===== src/rtl/matrix_stream_gen.sv =====
// Row-major M x N matrix source over a valid/ready stream with random, zero,
// identity and constant fill; random values come from a reseedable 32-bit LFSR.
module matrix_stream_gen #(
   parameter int unsigned DATA_W = 8,
   parameter int unsigned DIM_W  = 3,
   parameter logic [31:0] SEED   = 32'hACE1ACE1
) (
   input  logic              clk,
   input  logic              rst,
   input  logic              start,
   input  logic [1:0]        mode,
   input  logic [DIM_W-1:0]  dim_m,
   input  logic [DIM_W-1:0]  dim_n,
   input  logic [DATA_W-1:0] elem_min,
   input  logic [DATA_W-1:0] elem_max,
   input  logic              seed_load,
   input  logic [31:0]       seed,
   output logic              out_valid,
   input  logic              out_ready,
   output logic [DATA_W-1:0] out_data,
   output logic [DIM_W-1:0]  out_row,
   output logic [DIM_W-1:0]  out_col,
   output logic              out_last,
   output logic              busy,
   output logic              done,
   output logic              err
);

   localparam logic [1:0] MODE_RAND  = 2'd0;
   localparam logic [1:0] MODE_ID    = 2'd2;
   localparam logic [1:0] MODE_CONST = 2'd3;

   typedef enum logic [1:0] {
      S_IDLE = 2'd0,
      S_RUN  = 2'd1,
      S_DONE = 2'd2
   } state_t;

   state_t              state, state_nx;
   logic [31:0]         lfsr, lfsr_nx;
   logic [1:0]          cfg_mode, cfg_mode_nx;
   logic [DIM_W-1:0]    cfg_m, cfg_m_nx;
   logic [DIM_W-1:0]    cfg_n, cfg_n_nx;
   logic [DATA_W-1:0]   cfg_min, cfg_min_nx;
   logic [DATA_W-1:0]   cfg_max, cfg_max_nx;
   logic                valid_nx;
   logic [DATA_W-1:0]   data_nx;
   logic [DIM_W-1:0]    row_nx, col_nx;
   logic                last_nx, busy_nx, done_nx, err_nx;
   logic [31:0]         lfsr_l0, lfsr_first, lfsr_run;
   logic                cfg_bad;

   function automatic logic [31:0] lfsr_step(input logic [31:0] x);
      return {x[30:0], x[31] ^ x[21] ^ x[1] ^ x[0]};
   endfunction

   // Range is one bit wider so a full-span range is 2^DATA_W rather than zero.
   function automatic logic [DATA_W-1:0] rand_value(input logic [31:0]       l,
                                                    input logic [DATA_W-1:0] lo,
                                                    input logic [DATA_W-1:0] hi);
      logic [DATA_W:0] range_w;
      logic [DATA_W:0] sum_w;
      range_w = {1'b0, hi} - {1'b0, lo} + (DATA_W+1)'(1);
      sum_w   = {1'b0, lo} + ({1'b0, l[DATA_W-1:0]} % range_w);
      return sum_w[DATA_W-1:0];
   endfunction

   function automatic logic [DATA_W-1:0] fill_value(input logic [1:0]        md,
                                                    input logic [DIM_W-1:0]  r,
                                                    input logic [DIM_W-1:0]  c,
                                                    input logic [DATA_W-1:0] k);
      logic [DATA_W-1:0] v;
      v = '0;
      if (md == MODE_ID)
         v = DATA_W'(r == c);
      else if (md == MODE_CONST)
         v = k;
      return v;
   endfunction

   // State and output registers
   always_ff @(posedge clk or posedge rst) begin
      if (rst) begin
         state     <= S_IDLE;
         lfsr      <= SEED;
         cfg_mode  <= '0;
         cfg_m     <= '0;
         cfg_n     <= '0;
         cfg_min   <= '0;
         cfg_max   <= '0;
         out_valid <= 1'b0;
         out_data  <= '0;
         out_row   <= '0;
         out_col   <= '0;
         out_last  <= 1'b0;
         busy      <= 1'b0;
         done      <= 1'b0;
         err       <= 1'b0;
      end else begin
         state     <= state_nx;
         lfsr      <= lfsr_nx;
         cfg_mode  <= cfg_mode_nx;
         cfg_m     <= cfg_m_nx;
         cfg_n     <= cfg_n_nx;
         cfg_min   <= cfg_min_nx;
         cfg_max   <= cfg_max_nx;
         out_valid <= valid_nx;
         out_data  <= data_nx;
         out_row   <= row_nx;
         out_col   <= col_nx;
         out_last  <= last_nx;
         busy      <= busy_nx;
         done      <= done_nx;
         err       <= err_nx;
      end
   end

   // Next-state and next-output logic
   always_comb begin
      state_nx    = state;
      lfsr_nx     = lfsr;
      cfg_mode_nx = cfg_mode;
      cfg_m_nx    = cfg_m;
      cfg_n_nx    = cfg_n;
      cfg_min_nx  = cfg_min;
      cfg_max_nx  = cfg_max;
      valid_nx    = out_valid;
      data_nx     = out_data;
      row_nx      = out_row;
      col_nx      = out_col;
      last_nx     = out_last;
      err_nx      = 1'b0;
      lfsr_l0     = seed_load ? ((seed == 32'd0) ? SEED : seed) : lfsr;
      lfsr_first  = lfsr_step(lfsr_l0);
      lfsr_run    = lfsr_step(lfsr);
      cfg_bad     = (dim_m == '0) || (dim_n == '0) ||
                    ((mode == MODE_RAND) && (elem_min > elem_max));

      unique case (state)
         S_IDLE: begin
            if (seed_load)
               lfsr_nx = lfsr_l0;
            if (start) begin
               if (cfg_bad) begin
                  err_nx = 1'b1;
               end else begin
                  state_nx    = S_RUN;
                  cfg_mode_nx = mode;
                  cfg_m_nx    = dim_m;
                  cfg_n_nx    = dim_n;
                  cfg_min_nx  = elem_min;
                  cfg_max_nx  = elem_max;
                  row_nx      = '0;
                  col_nx      = '0;
                  valid_nx    = 1'b1;
                  last_nx     = (dim_m == DIM_W'(1)) && (dim_n == DIM_W'(1));
                  if (mode == MODE_RAND) begin
                     lfsr_nx = lfsr_first;
                     data_nx = rand_value(lfsr_first, elem_min, elem_max);
                  end else begin
                     data_nx = fill_value(mode, DIM_W'(0), DIM_W'(0), elem_min);
                  end
               end
            end
         end
         S_RUN: begin
            if (out_valid && out_ready) begin
               if (out_last) begin
                  valid_nx = 1'b0;
                  last_nx  = 1'b0;
                  state_nx = S_DONE;
               end else begin
                  if (out_col == cfg_n - DIM_W'(1)) begin
                     col_nx = '0;
                     row_nx = out_row + DIM_W'(1);
                  end else begin
                     col_nx = out_col + DIM_W'(1);
                  end
                  last_nx = (row_nx == cfg_m - DIM_W'(1)) && (col_nx == cfg_n - DIM_W'(1));
                  if (cfg_mode == MODE_RAND) begin
                     lfsr_nx = lfsr_run;
                     data_nx = rand_value(lfsr_run, cfg_min, cfg_max);
                  end else begin
                     data_nx = fill_value(cfg_mode, row_nx, col_nx, cfg_min);
                  end
               end
            end
         end
         S_DONE: state_nx = S_IDLE;
         default: state_nx = S_IDLE;
      endcase

      busy_nx = (state_nx != S_IDLE);
      done_nx = (state_nx == S_DONE);
   end

endmodule


===== config.mk =====
export PLATFORM = sky130hd
export DESIGN_NAME = matrix_stream_gen
export DESIGN_NICKNAME = d
export VERILOG_FILES = /design/src/rtl/matrix_stream_gen.sv
export SDC_FILE = /design/constraint.sdc
export NUM_CORES = 1
export LEC_CHECK = 0
export CORE_ASPECT_RATIO = 1.1
export CORE_MARGIN = 2
export CORE_UTILIZATION = 35
export DETAILED_ROUTE_END_ITERATION = 6
export GPL_TIMING_DRIVEN = 0
export PLACE_DENSITY = 0.57
export SLEW_MARGIN = 20
export SYNTH_ARGS = -nofsm -noshare
export SYNTH_HDL_FRONTEND = slang
export SYNTH_SLANG_ARGS = --single-unit
export TNS_END_PERCENT = 20

===== constraint.sdc =====
create_clock -name clk -period 18.88 [get_ports clk]
set_clock_uncertainty 0.1 [all_clocks]
set_input_delay 3.776 -clock clk [delete_from_list [all_inputs] [get_ports clk]]
set_output_delay 3.776 -clock clk [all_outputs]
set_load 0.005 [all_outputs]

==> results of run 1 <==
repair_timing:
item | CTS | global route
pin swaps | 16 | 31
resized for setup | 61 | 92
cloned | 1 | 0
setup endpoints to repair | 8 | 7
setup buffers | 12 | 23
hold buffers | 0 | 0
endpoints found under the hold margin | 0 | 0
layer usage:
layer / part of all wire (%) / up-vias / routed length, µm
met4: 2.4 / 0 / 860
met3: 4.6 / 46 / 1680
li1: - / 5367 / -
met5: 0 / - / 0
met1: 44 / 5378 / 16000
met2: 49 / 295 / 17900
layout make-up:
type                       instances  area, µm²  share of cell area, %
buffer                            52        235                   1.74
clock buffer                       9        225                   1.67
clock inverter                     7       58.8                  0.436
inverter                          83        314                   2.33
multi-input combinational       1154       9140                   67.7
sequential                        77       1950                   14.4
tap                              420        526                   3.89
timing repair buffer             116       1050                   7.76
registers in the layout (all words and copies together) (netlist names):
| name | flops |
|---|---|
| busy | 1 |
| cfg_min | 8 |
| cfg_max | 8 |
| out_last | 1 |
| cfg_mode | 2 |
| cfg_n | 3 |
| lfsr | 32 |
| out_col | 3 |
| cfg_m | 3 |
| state | 2 |
| done | 1 |
| out_row | 3 |
| out_data | 8 |
| out_valid | 1 |
| err | 1 |
path summary, 6_finish.rpt:
check	end	cells after the start	slack (ps)	startpoint
max	out_data[7]$_DFFE_PP0P_	72	530	elem_max[1]
min	lfsr[22]$_DFFE_PP1P_	2	390	lfsr[22]$_DFFE_PP1P_
max reg2reg	out_data[7]$_DFFE_PP0P_	74	1300	cfg_min[1]$_DFFE_PP0P_
min reg2reg	lfsr[22]$_DFFE_PP1P_	2	390	lfsr[22]$_DFFE_PP1P_
max in group asynchronous	lfsr[29]$_DFFE_PP1P_	3	14270	rst
min in group asynchronous	lfsr[18]$_DFFE_PP0P_	2	3730	rst
through the flow:
stage                     util [%]  instances
after detailed placement      39.8       1870
after global routing          43.2       1918
after floorplan                  -       1370
after CTS                     41.5       1898
after global placement        39.6       1869
final                         43.2       1918
cells by family (layout without fill, tap and decap cells):
group                      count (synthesis)  count (layout)  share of synthesized area, %
AOI/OAI and AO/OA                        423             423                          26.3
xor gates and xnor gates                  68              68                          5.51
DFF                                       77              77                          17.6
and+or+nand+nor                          422             422                          19.1
muxes                                     83              83                          8.54
adders and majority gates                156             156                          18.1
other                                      1               2                        0.0339
buffers and inverters                    139             267                          4.85
placed cells by master, fill, tap and decap left out, drive strengths merged, types with 47 or more instances in the layout:
master / n
ha: 149
xnor2: 47
nand2: 114
clkbuf: 55
dfrtp: 61
nor2: 100
a21oi: 87
clkdlybuf4s50: 65
o21ai: 101
inv: 85
buf: 52
worst min-delay path: cells and delay by family (launching register included):
kind | cells | cell delay (ps)
simple gates | 1 | 50
compound gates | 1 | 60
flops | 1 | 380
==> results, run 1 <==
- The run finished with clean final reports.
- After detailed routing, the number of vias per cell comes to 5.78.
- The first global-routing pass estimated 57.4 mm of wire.
- The largest incremental delay on the critical path is 550 ps.
- The required arrival time at the worst endpoint is 18,990 ps.
- The commonest cells after synthesis are sky130_fd_sc_hd__ha_1, sky130_fd_sc_hd__nand2_1, sky130_fd_sc_hd__nor2_1.
- For this run, the number of Yosys warnings is 0.
- In this run, distinct cell masters in the synthesized netlist total 91.
- The count of flip-flops with a built-in enable after synthesis is 0.
- The first detailed-routing pass ran for 5 iterations.
- After layout, the minimum clock period comes to 18,350 ps.
- The largest individual stage delay along the critical path comes from the cell sky130_fd_sc_hd__or4_4.
- The detailed-placement wirelength estimate is 28.4 mm.
- The routability congestion estimate is 0.872.
- The global-route usage over all layers is 21.5%.
- Once the floorplan was initialized, standard cells occupied 35.4% of the core.
- The maximum level of the CTS H-tree is 3.
- The floorplan step defined a die boundary enclosing 33,000 µm².
- The global routing stage identified its most utilized layer as met2.
- The row count is 68.
- Static timing analysis puts the maximum clock frequency at 0.0545 GHz.
- Setup violations remaining at the end of the flow were counted as 0.
- The fraction of layout cells with a size suffix above 1 is 15.8%.
- The cell class contributing the biggest share of worst-path delay is compound AO/OA/AOI/OAI gates.
- Counting flops and latches in the post-synthesis netlist gives 77.
- The worst pin sits at a relative slew slack of 34.0%.
- Sorting the synthesized cells by area gives the leading types as sky130_fd_sc_hd__ha_1, sky130_fd_sc_hd__dfrtp_1, sky130_fd_sc_hd__o21ai_0.
- The worst setup path is captured at a flip-flop.
- In this run the cell area of the synthesized design comes to 11,100 µm².
- After the first detailed-routing iteration, the DRC count stood at 856.
- The critical path is of the input port to flip-flop type.
- The final instance area is 13,500 µm².
- The most frequent cell on the critical path is sky130_fd_sc_hd__ha_1.
- Together, buffers and inverters on the worst path number 9.
- The number of DRC violations after detailed routing is 0.
- The die is 173 µm wide.
- The number of buffers on the longest clock path is 2.
- After floorplanning, the core was sized to cover 31,200 µm².
- The setup total negative slack is 0 ps.
- The placed cell area is 12,400 µm².
- TritonCTS built the clock tree.
- The most common cell in the synthesized netlist is sky130_fd_sc_hd__ha_1.
- The cell type with the highest aggregate area in the netlist is sky130_fd_sc_hd__ha_1.
- The post-placement setup slack is -3240 ps.
- The maximum number of pins on one net before global-route repair is 43.
- The final route contains 11,100 vias.
- The count of nets left with antenna violations once routing finished came out at 0.
- Max-cap violations in this run came to 0.
- The portion of synthesized cell area occupied by the leading cell type is 16.9%.
- Averaged over all synthesized cells, the footprint is 8.08 µm².
- The async set-reset flop share out of synthesis is 100%.
- The met2 usage is 37.8%.
- After detailed routing, the total wire length is 36.4 mm.
- The met1 usage in global routing is 27.9%.
- The final number of hold-violating endpoints was 0.
- The antenna diode instance count is 0.
- The clock reaches the later pin of the worst-skew pair after 350 ps.
- The area growth from synthesis to layout is 22.0%.
- The total clock buffers created by CTS is 9.
- The arrival time of the worst setup path is 18,460 ps.
- The detailed-route wire length per cell is 19.0 µm.
- The number of buffers added on ports is 79.
- The layout has 3,170 filler cells.
- In this run the vertical extent of the chip is 190 µm.
- The number of top-level pins is 80.
- After layout, the worst path uses 97.2% of the clock period.
- The clock transition at the register clock pins on the worst setup and hold paths after CTS is 70 ps.
- The number of global-route vias before repair came to 10,800.
- Summing the sequential cell areas from Yosys gives 17.6% of the chip area.
- The number of antenna violations at the first check in global routing came to 0.
- After global routing the overflow that remains totals 0.
- CTS placed an instance of sky130_fd_sc_hd__clkbuf_16 at the clock tree root.
- The largest driver fanout on the critical path is 10.
- Synthesis produced 1,369 cells.
- Once routing completed, OpenROAD measured the worst setup slack at 531 ps.
- The pin slew with the least headroom to its limit is 983 ps.
- Global routing consumed, on the met3 layer, 2.25% of the routing resources.
- The classification of the worst-slack hold path is flip-flop to flip-flop.
- The count of pins over their slew limit came to 0.
- The clock net in this run drives a total of 77 sinks.
- The final net count is 1,710.
- Among all flip-flop cells after synthesis, the most frequent one is sky130_fd_sc_hd__dfrtp_1.
- On the final layout, the worst hold slack is 390 ps.
- STA classifies the critical path startpoint as an input port.
Power of run 1 is not shown: default switching activity piles up to over one toggle a cycle in this logic, so the estimate is an artifact.
==> run 2: changes to the inputs <==
--- a/config.mk
+++ b/config.mk
@@ -8,10 +8,11 @@
 export CORE_ASPECT_RATIO = 1.1
 export CORE_MARGIN = 2
 export CORE_UTILIZATION = 35
+export CTS_BUF_LIST = sky130_fd_sc_hd__clkbuf_16
 export DETAILED_ROUTE_END_ITERATION = 6
 export GPL_TIMING_DRIVEN = 0
 export PLACE_DENSITY = 0.57
-export SLEW_MARGIN = 20
+export SLEW_MARGIN = 0
 export SYNTH_ARGS = -nofsm -noshare
 export SYNTH_HDL_FRONTEND = slang
 export SYNTH_SLANG_ARGS = --single-unit
==> run 2 against run 1 <==
Clock-buffer cell count is the same. First-iteration DRC count shrank 10%. Cell area shrank 0.18%. Non-clock buffer count shrank 4. Worst setup slack gained 29 ps. Critical path depth is the same. Critical endpoint unchanged. Highest routed layer unchanged.
==> results, run 2 (same netlist as run 1, synthesis figures left out) <==
- The floorplan has 68 rows.
- In this run the standard cell core region covers 31,200 µm².
- The worst register-to-register path begins at cfg_min[7]$_DFFE_PP0P_.
- The starting utilization of the core area is 35.4%.
- The run finished with clean final reports.
- The number of buffers on the longest clock path is 2.
- The tightest slew margin relative to the limit is 11.4%.
- Ranked by flip-flop count, first place goes to lfsr.
- The worst setup path is of the input port to flip-flop kind.
- After the first detailed-routing iteration, the DRC count stood at 768.
- The arrival time of the worst setup path is 18,440 ps.
- Clock-pin slew was measured on the worst setup and hold paths at 70 ps.
- Along the worst hold path, the cell count comes to 2.
- The first-pass GRT wire length is 56.5 mm.
- The required arrival time at the worst endpoint is 19,000 ps.
- Buffers inserted during clock tree synthesis total 9.
- The slowest stage cell on the critical path is sky130_fd_sc_hd__or4_4.
- The largest incremental delay on the critical path is 550 ps.
- The die covers 33,000 µm².
- The final worst-path cycle share is 97.0%.
- For this run, design rule violations remaining after detail routing come to 0.
- The ratio of routed vias to standard cells is 5.75.
- Leaving out fill and tap cells, the most frequent cells in the layout are sky130_fd_sc_hd__ha_1, sky130_fd_sc_hd__nand2_1, sky130_fd_sc_hd__nor2_1.
- The pin slew with the least headroom to its limit is 1320 ps.
- The final-report setup violation count is 0.
- Routability-driven placement finished with a final weighted congestion of 0.872.
- The floorplan step set the die height to 190 µm.
- The antenna diode instance count is 0.
- The final instance area is 13,500 µm².
- The logic depth of the worst register-to-register path is 71.
- The flip-flop count of the largest register after layout is 32.
- The worst hold path begins at lfsr[16]$_DFFE_PP1P_.
- The width of the chip is 173 µm.
- The sink count of the clock tree is 77.
- The classification of the worst-slack hold path is flip-flop to flip-flop.
- The shortest period the worst path allows is 18,320 ps.
- For hold timing, the worst endpoint is lfsr[16]$_DFFE_PP1P_.
- Cells with a size suffix above 1 make up 15.6% of the layout.
- The number of buffers added on ports is 79.
- The tool flagged a number of max-cap violations equal to 0.
- At the later pin of the worst-skew pair, clock insertion delay measures 350 ps.
- Clock tree synthesis selected as its root buffer the cell sky130_fd_sc_hd__clkbuf_16.
- For this run, the total global-route usage over all layers was measured as 21.3%.
- The worst register-to-register path ends at out_data[7]$_DFFE_PP0P_.
- The most numerous cell type found on the critical path is sky130_fd_sc_hd__ha_1.
- The most common library cell in the layout ignoring fill and taps is sky130_fd_sc_hd__ha_1.
- TritonCTS built the clock tree.
- Timing would allow up to 0.0546 GHz.
- The count of hold buffers inserted by post-cts repair is 0.
- The number of top-level pins is 80.
- The post-detailed-route count of antenna-violating nets is 0.
- The most critical setup path has its startpoint at elem_min[1].
- The final number of hold-violating endpoints is 0.
- Entering global routing, the biggest net connects 68 pins.
- The overall routed net length is 36.2 mm.
- The worst setup path is captured at a flip-flop.
- The area growth from synthesis to layout is 21.8%.
- The largest driver fanout on the critical path is 10.
- The count of vias placed by the detailed router is 11,000.
- For this run, the detailed router's first-pass iteration total came to 5.
- The final net count is 1,706.
- The count of pins over their slew limit was 0.
- The number of antenna violations at the first check in global routing is 0.
- The detailed-placement wirelength estimate is 28.3 mm.
- Global routing finished with a remaining overflow of 0.
- The placed cell area is 12,400 µm².
- The maximum level of the CTS H-tree is 3.
- Dividing the detail-routed wire length by the instance count gives 18.9 µm.
- Setup slack on the worst reg-to-reg path comes out at 1230 ps.
- The number of global-route vias before repair is 10,600.
- The worst setup path is launched from an input port.
run 2: repair_timing:
action,in CTS,in global routing
setup buffers,12,18
cloned,1,0
pin swaps,14,28
gates resized for setup,66,90
endpoints found under the setup margin,8,7
run 2: how the worst max path moves through the flow:
stage,endpoint,cells past startpoint
after floorplan,out_data[7]$_DFFE_PP0P_,68
after global placement,out_data[7]$_DFFE_PP0P_,70
after detailed placement,out_data[7]$_DFFE_PP0P_,70
after CTS,out_data[7]$_DFFE_PP0P_,73
after global routing,out_data[7]$_DFFE_PP0P_,73
final,out_data[7]$_DFFE_PP0P_,72
run 2: worst max-delay path: cells and delay by family:
family / cells / cell delay [ps]
muxes: 5 / 1290
adders and majority gates: 11 / 3360
buffers and inverters: 10 / 1460
and+or+nand+nor: 17 / 3250
AOI/OAI and AO/OA: 28 / 5130
xor gates and xnor gates: 1 / 170
run 2: cell type report:
type / instances / area [µm²]
Clock inverter: 7 / 42.5
Fill cell: 3131 / 17800
Buffer: 53 / 238
Multi-Input combinational cell: 1154 / 9150
Tap cell: 420 / 526
Inverter: 83 / 314
Sequential cell: 77 / 1950
Clock buffer: 9 / 225
Timing Repair Buffer: 111 / 1030
run 2: metrics by stage:
| step | cells | setup TNS (ps) | worst slack, ps | hold slack [ps] | utilization [%] |
|---|---|---|---|---|---|
| after global placement | 1869 | -18880 | -3090 | 372 | 39.6 |
| after floorplan | 1370 | 0 | 223 | 357 | - |
| after global routing | 1914 | -72.3 | -72.3 | 402 | 43.1 |
| after detailed placement | 1870 | -19690 | -3200 | 371 | 39.7 |
| final | 1914 | 0 | 560 | 384 | 43.1 |
| after CTS | 1897 | 0 | 12.5 | 381 | 41.5 |
run 2: layer usage:
| layer | global-route usage, % | routed length, µm | up-vias |
|---|---|---|---|
| met1 | 26.9 | 15600 | 5289 |
| met2 | 37.3 | 17500 | 298 |
| met5 | 0 | 0 | - |
| met4 | 6.71 | 947 | 0 |
| li1 | - | - | 5367 |
| met3 | 3.07 | 2070 | 58 |
Power of run 2 is left out for the same reason.
==> RTL change 1: new RTL, settings of run 1 <==
The parameter `DIM_W` goes from 3 to 6.
--- a/src/rtl/matrix_stream_gen.sv
+++ b/src/rtl/matrix_stream_gen.sv
@@ -2,7 +2,7 @@
 // identity and constant fill; random values come from a reseedable 32-bit LFSR.
 module matrix_stream_gen #(
    parameter int unsigned DATA_W = 8,
-   parameter int unsigned DIM_W  = 3,
+   parameter int unsigned DIM_W  = 6,
    parameter logic [31:0] SEED   = 32'hACE1ACE1
 ) (
    input  logic              clk,
Ports: changed (resized dim_m, dim_n, out_col and out_row); port bits go from 80 to 92. The function was not compared with the original's and may differ.
==> RTL change 1 against run 1 <==
Cell count up 7.2%. Cell area up 9.5%. Synthesized area grew 7.6%. Setup slack better by 0.043 ns. Sequential cell count is 12 higher. Routed wire length rose by 4.1%. Critical path type unchanged. Highest routed layer unchanged.
==> RTL change 1: results (changes against run 1) <==
Drt
  – Routed length on met3: 1210 um (-28%)
  – Wirelength per Cell: 18.4 um (-2.9%)
  – DRT iter0 DRCs: 978 (+14%)
  – Via density: 5.66 (-2.0%)
  – M1 wire length: 17700 um (+11%)

Worst setup path
  – FF-to-FF setup slack: 1.44 ns (+0.14 ns)
  – R2R depth: 69 (-6.8%)
  – Slowest cell on crit path: clkdlybuf4s50_1
  – CP Data Arrival Time: 18.48 ns (+0.02 ns)
  – Critical Path Fanout Max: 10 (unchanged)
  – Worst setup path startpoint: elem_max[2]

Global route
  – Initial antenna violation count: 0 (unchanged)
  – First-pass GRT wire length: 59200 um (+3.3%)
  – Met2 usage: 35.2% (-2.6 points)
  – Number of global-route vias before repair: 11275 (+4.4%)
  – Largest net degree at the start of global routing: 70 (+63%)
  – Met1 Resource Use GR: 27.8% (-0.091 points)
  – Met3 Use GR: 1.55% (-0.70 points)

Layout
  – Final net count: 1843 (+7.8%)
  – Max reg flops: 32 (unchanged)
  – Share of layout cells above drive strength 1: 16.7% (+0.87 points)

Placement
  – Worst slack, placed: -3.34 ns (-0.0994 ns)
  – Placed Area: 13400 um^2 (+7.8%)
  – Post-DP HPWL: 29800 um (+5.0%)
  – GP Congestion: 0.892 (+2.4%)
  – Port bufs: 91 (+15%)

Yosys
  – Sequential share of the synthesized area: 18.9% (+1.3 points)
  – Post-synthesis compound-gate area fraction: 25.2% (-1.1 points)
  – Post-synthesis adder-cell area fraction: 16.8% (-1.3 points)
  – XOR/XNOR Fraction of Synth Area: 7.09% (+1.6 points)
  – Number of library cell types mapped by synthesis: 95 (+4.4%)
  – Synth area leaders: ha_1 16%, dfrtp_1 15%, o21ai_0 4.5%
  – Top FF cell, synth: dfrtp_1
  – Synth cell count leaders: 149 x ha_1, 140 x nand2_1, 109 x nor2_1
  – Proportion of synthesized area in mux cells: 8.11% (-0.43 points)

Hold path
  – Hold path cells: 2 (unchanged)
  – Min-Delay Endpoint: cfg_max[3]$_DFFE_PP0P_

Status
  – Status: completed

STA
  – Worst-margin pin slew: 1.10 ns (+0.117 ns)
  – Max Clk Rate: 54.6 MHz (+0.24%)

Pwr
  – Max IR drop VDD: 52.1 uV
[RTL change 1: changes by cell type after synthesis, sizes merged, moves of 7 or more]
cell	change
nor2	+10
xnor2	+8
nand2	+26
dfrtp	+12
buf	+10
nor2b	-7
xor2	+11
o211a	-7
o21ai	+12
[RTL change 1: metrics by stage]
stage	TNS [ns]	hold slack, ns	total power, mW	std cells
4_1_cts	0	0.391	1.92	2036
3_5_place_dp	-19.21	0.377	1.64	1996
3_3_place_gp	-18.17	0.372	1.61	1995
5_1_grt	-0.169	0.412	2.18	2056
2_1_floorplan	0	0.350	1.32	1472
6_report	0	0.389	2.00	2056
[RTL change 1: final cells by class]
type / instances / area, um^2
Buffer: 62 / 305
Fill cell: 3316 / 18600
Inverter: 79 / 307
Multi-Input combinational cell: 1239 / 9710
Clock buffer: 9 / 225
Tap cell: 432 / 541
Timing Repair Buffer: 140 / 1320
Clock inverter: 6 / 116
Sequential cell: 89 / 2250
[RTL change 1: what timing repair did]
item,4_1_cts,5_1_grt
pin swaps,16,46
cloned,1,0
gates resized for setup,57,112
endpoints found under the setup margin,8,7
setup buffers,25,22
hold buffers,0,0
[RTL change 1: power by group through the flow]
stage / sequential, mW / combinational [mW] / clock [mW]
6_report: 0.305 / 1.49 / 0.208
3_3_place_gp: 0.306 / 1.31 / 0
3_5_place_dp: 0.307 / 1.33 / 0
5_1_grt: 0.311 / 1.65 / 0.221
2_1_floorplan: 0.284 / 1.04 / 0
4_1_cts: 0.304 / 1.41 / 0.213
[RTL change 1: worst reg2reg max path, delay by kind of cell (launching register included)]
family | cells | cell delay (ns)
compound gates | 32 | 7.51
fa+ha+maj | 11 | 3.55
simple gates | 16 | 3.01
mux | 4 | 1.44
buf+inv | 4 | 0.68
xor+xnor | 2 | 0.56
flops | 1 | 0.46
==> RTL change 2: new RTL, config.mk and constraints of run 1 <==
Without the edit above. Add an input register stage for `mode`, without a reset; this delays it by one clock. The other inputs are not delayed to match.
--- a/src/rtl/matrix_stream_gen.sv
+++ b/src/rtl/matrix_stream_gen.sv
@@ -35,6 +35,12 @@
       S_RUN  = 2'd1,
       S_DONE = 2'd2
    } state_t;
+
+   logic [1:0] mode_q;
+
+   always_ff @(posedge clk) begin
+      mode_q <= mode;
+   end
 
    state_t              state, state_nx;
    logic [31:0]         lfsr, lfsr_nx;
@@ -134,7 +140,7 @@
       lfsr_first  = lfsr_step(lfsr_l0);
       lfsr_run    = lfsr_step(lfsr);
       cfg_bad     = (dim_m == '0) || (dim_n == '0) ||
-                    ((mode == MODE_RAND) && (elem_min > elem_max));
+                    ((mode_q == MODE_RAND) && (elem_min > elem_max));
 
       unique case (state)
          S_IDLE: begin
@@ -145,7 +151,7 @@
                   err_nx = 1'b1;
                end else begin
                   state_nx    = S_RUN;
-                  cfg_mode_nx = mode;
+                  cfg_mode_nx = mode_q;
                   cfg_m_nx    = dim_m;
                   cfg_n_nx    = dim_n;
                   cfg_min_nx  = elem_min;
@@ -154,11 +160,11 @@
                   col_nx      = '0;
                   valid_nx    = 1'b1;
                   last_nx     = (dim_m == DIM_W'(1)) && (dim_n == DIM_W'(1));
-                  if (mode == MODE_RAND) begin
+                  if (mode_q == MODE_RAND) begin
                      lfsr_nx = lfsr_first;
                      data_nx = rand_value(lfsr_first, elem_min, elem_max);
                   end else begin
-                     data_nx = fill_value(mode, DIM_W'(0), DIM_W'(0), elem_min);
+                     data_nx = fill_value(mode_q, DIM_W'(0), DIM_W'(0), elem_min);
                   end
                end
             end
Behaviour: not the same (a bounded check fails within 4 cycles, from zero or initial values and one cycle with rst high).
==> RTL change 2 against run 1 <==
Synthesized area shrank 4.0%. Count of clock-buffer cells in the layout grew 2. Cell area grew 1.6%. Setup slack lost 0.43 ns. Routed wire length shrank 8.0%. Sequential cell count grew 2. Core utilization grew 2.9 points. Sequential share of layout area grew 0.071 points. Critical endpoint unchanged.
Power is left out: the tool's default activity adds up to more than one toggle a clock period on the data nets, which glitch-free logic cannot reach.
==> RTL change 2: results (changes against run 1) <==
Status
  – Status: completed

Placement
  – GP Congestion: 0.892 (+2.3%)
  – Post-DP HPWL: 25800 um (-9.1%)
  – Placed Area: 12000 um^2 (-3.6%)
  – Port bufs: 78 (-1.3%)
  – Worst slack, placed: -3.35 ns (-0.115 ns)
  – DP Cell Count: 1776 (-5.0%)

STA
  – Worst hold slack: 0.383 ns (-0.00692 ns)
  – Max Clk Rate: 53.3 MHz (-2.3%)
  – Max transition margin: 36.1% (+2.1 points)

Yosys
  – Proportion of synthesized area in mux cells: 8.03% (-0.51 points)
  – Synth area leaders: ha_1 18%, dfrtp_1 14%, o21ai_0 4.7%
  – Share of flip-flops with an asynchronous set or reset: 97.5% (-2.5 points)
  – Sequential share of the synthesized area: 18.7% (+1.1 points)
  – Synth cell count leaders: 149 x ha_1, 120 x nand2_1, 100 x o21ai_0
  – XOR/XNOR Fraction of Synth Area: 5.57% (+0.062 points)
  – Number of library cell types mapped by synthesis: 83 (-8.8%)
  – Post-synthesis adder-cell area fraction: 18.9% (+0.75 points)
  – Synthesized area per cell: 8.04 um^2 (-0.54%)
  – Post-synthesis compound-gate area fraction: 24.9% (-1.4 points)

Global route
  – Met1 Resource Use GR: 27.5% (-0.40 points)
  – Largest net degree at the start of global routing: 41 (-4.7%)
  – Number of global-route vias before repair: 10005 (-7.4%)
  – Met3 Use GR: 1.93% (-0.32 points)
  – Met2 usage: 34.7% (-3.2 points)
  – Total GRT Usage: 20.6% (-0.99 points)
  – Initial antenna violation count: 0 (unchanged)
  – First-pass GRT wire length: 52600 um (-8.4%)

Drt
  – Routed length on met3: 1420 um (-16%)
  – Via density: 5.68 (-1.8%)
  – M1 wire length: 14900 um (-7.2%)
  – DRT iter0 DRCs: 752 (-12%)
  – WL final: 33500 um (-8.0%)
  – Met2 wire length: 16400 um (-8.4%)
  – Drt pass-1 iters: 5 (unchanged)
  – Wirelength per Cell: 18.1 um (-4.9%)

Layout
  – Share of layout cells above drive strength 1: 20.6% (+4.8 points)
  – Fillcell total: 2893 (-8.7%)
  – Max reg flops: 32 (unchanged)
  – Final net count: 1694 (-0.94%)

Clock tree
  – Post-CTS setup buffers: 31 (+19)
  – Skew-Pair Late Insertion Delay: 0.35 ns (about the same)
  – Clk buf depth: 2 (unchanged)
  – Post-CTS Resized: 99 (+62%)
  – Clock-pin slew on the worst setup and hold paths: 0.06 ns
  – Root buf cell: clkbuf_16
  – CTS Buf Count: 9 (unchanged)

Worst setup path
  – FF-to-FF setup slack: 1.13 ns (-0.17 ns)
  – Worst setup path startpoint: elem_min[4]
  – Worst r2r src: cfg_min[1]$_DFFE_PP0P_
  – Critical Path Fanout Max: 6 (-4)
  – Crit path to: out_data[7]$_DFFE_PP0P_
  – Slowest cell on crit path: o41ai_4
  – R2R depth: 77 (+4.1%)
  – CP Data Arrival Time: 18.88 ns (+0.42 ns)
  – Slowest Stage Delay on Critical Path: 0.41 ns (-0.14 ns)

Hold path
  – Hold Startpoint: cfg_max[1]$_DFFE_PP0P_
  – Min-Delay Endpoint: cfg_max[1]$_DFFE_PP0P_
  – Hold path cells: 2 (unchanged)
[RTL change 2: changes by cell type in the layout (fill, tap and decap cells not counted), sizes merged, moves of 11 or more]
cell | before | now
nand2b | 12 | 23
clkdlybuf4s50 | 65 | 40
mux2i | 37 | 26
buf | 52 | 81
dlymetal6s2s | 4 | 25
[RTL change 2: final cells by class]
| class | instances | area [um^2] | area share (%) |
|---|---|---|---|
| plain buffers | 51 | 250 | 1.83 |
| multi-input cells | 1100 | 8980 | 65.5 |
| clock buffers | 11 | 243 | 1.77 |
| flip-flops and latches | 79 | 1990 | 14.5 |
| repair buffers | 143 | 1330 | 9.70 |
| inverters | 93 | 364 | 2.66 |
| well taps | 374 | 468 | 3.41 |
| clock inverters | 5 | 81.3 | 0.593 |
[RTL change 2: tightest hold or removal path: stages (launching register included)]
cell	delay, ns
dfrtp_1	0.34
nand2_1	0.05
o21ai_0	0.06
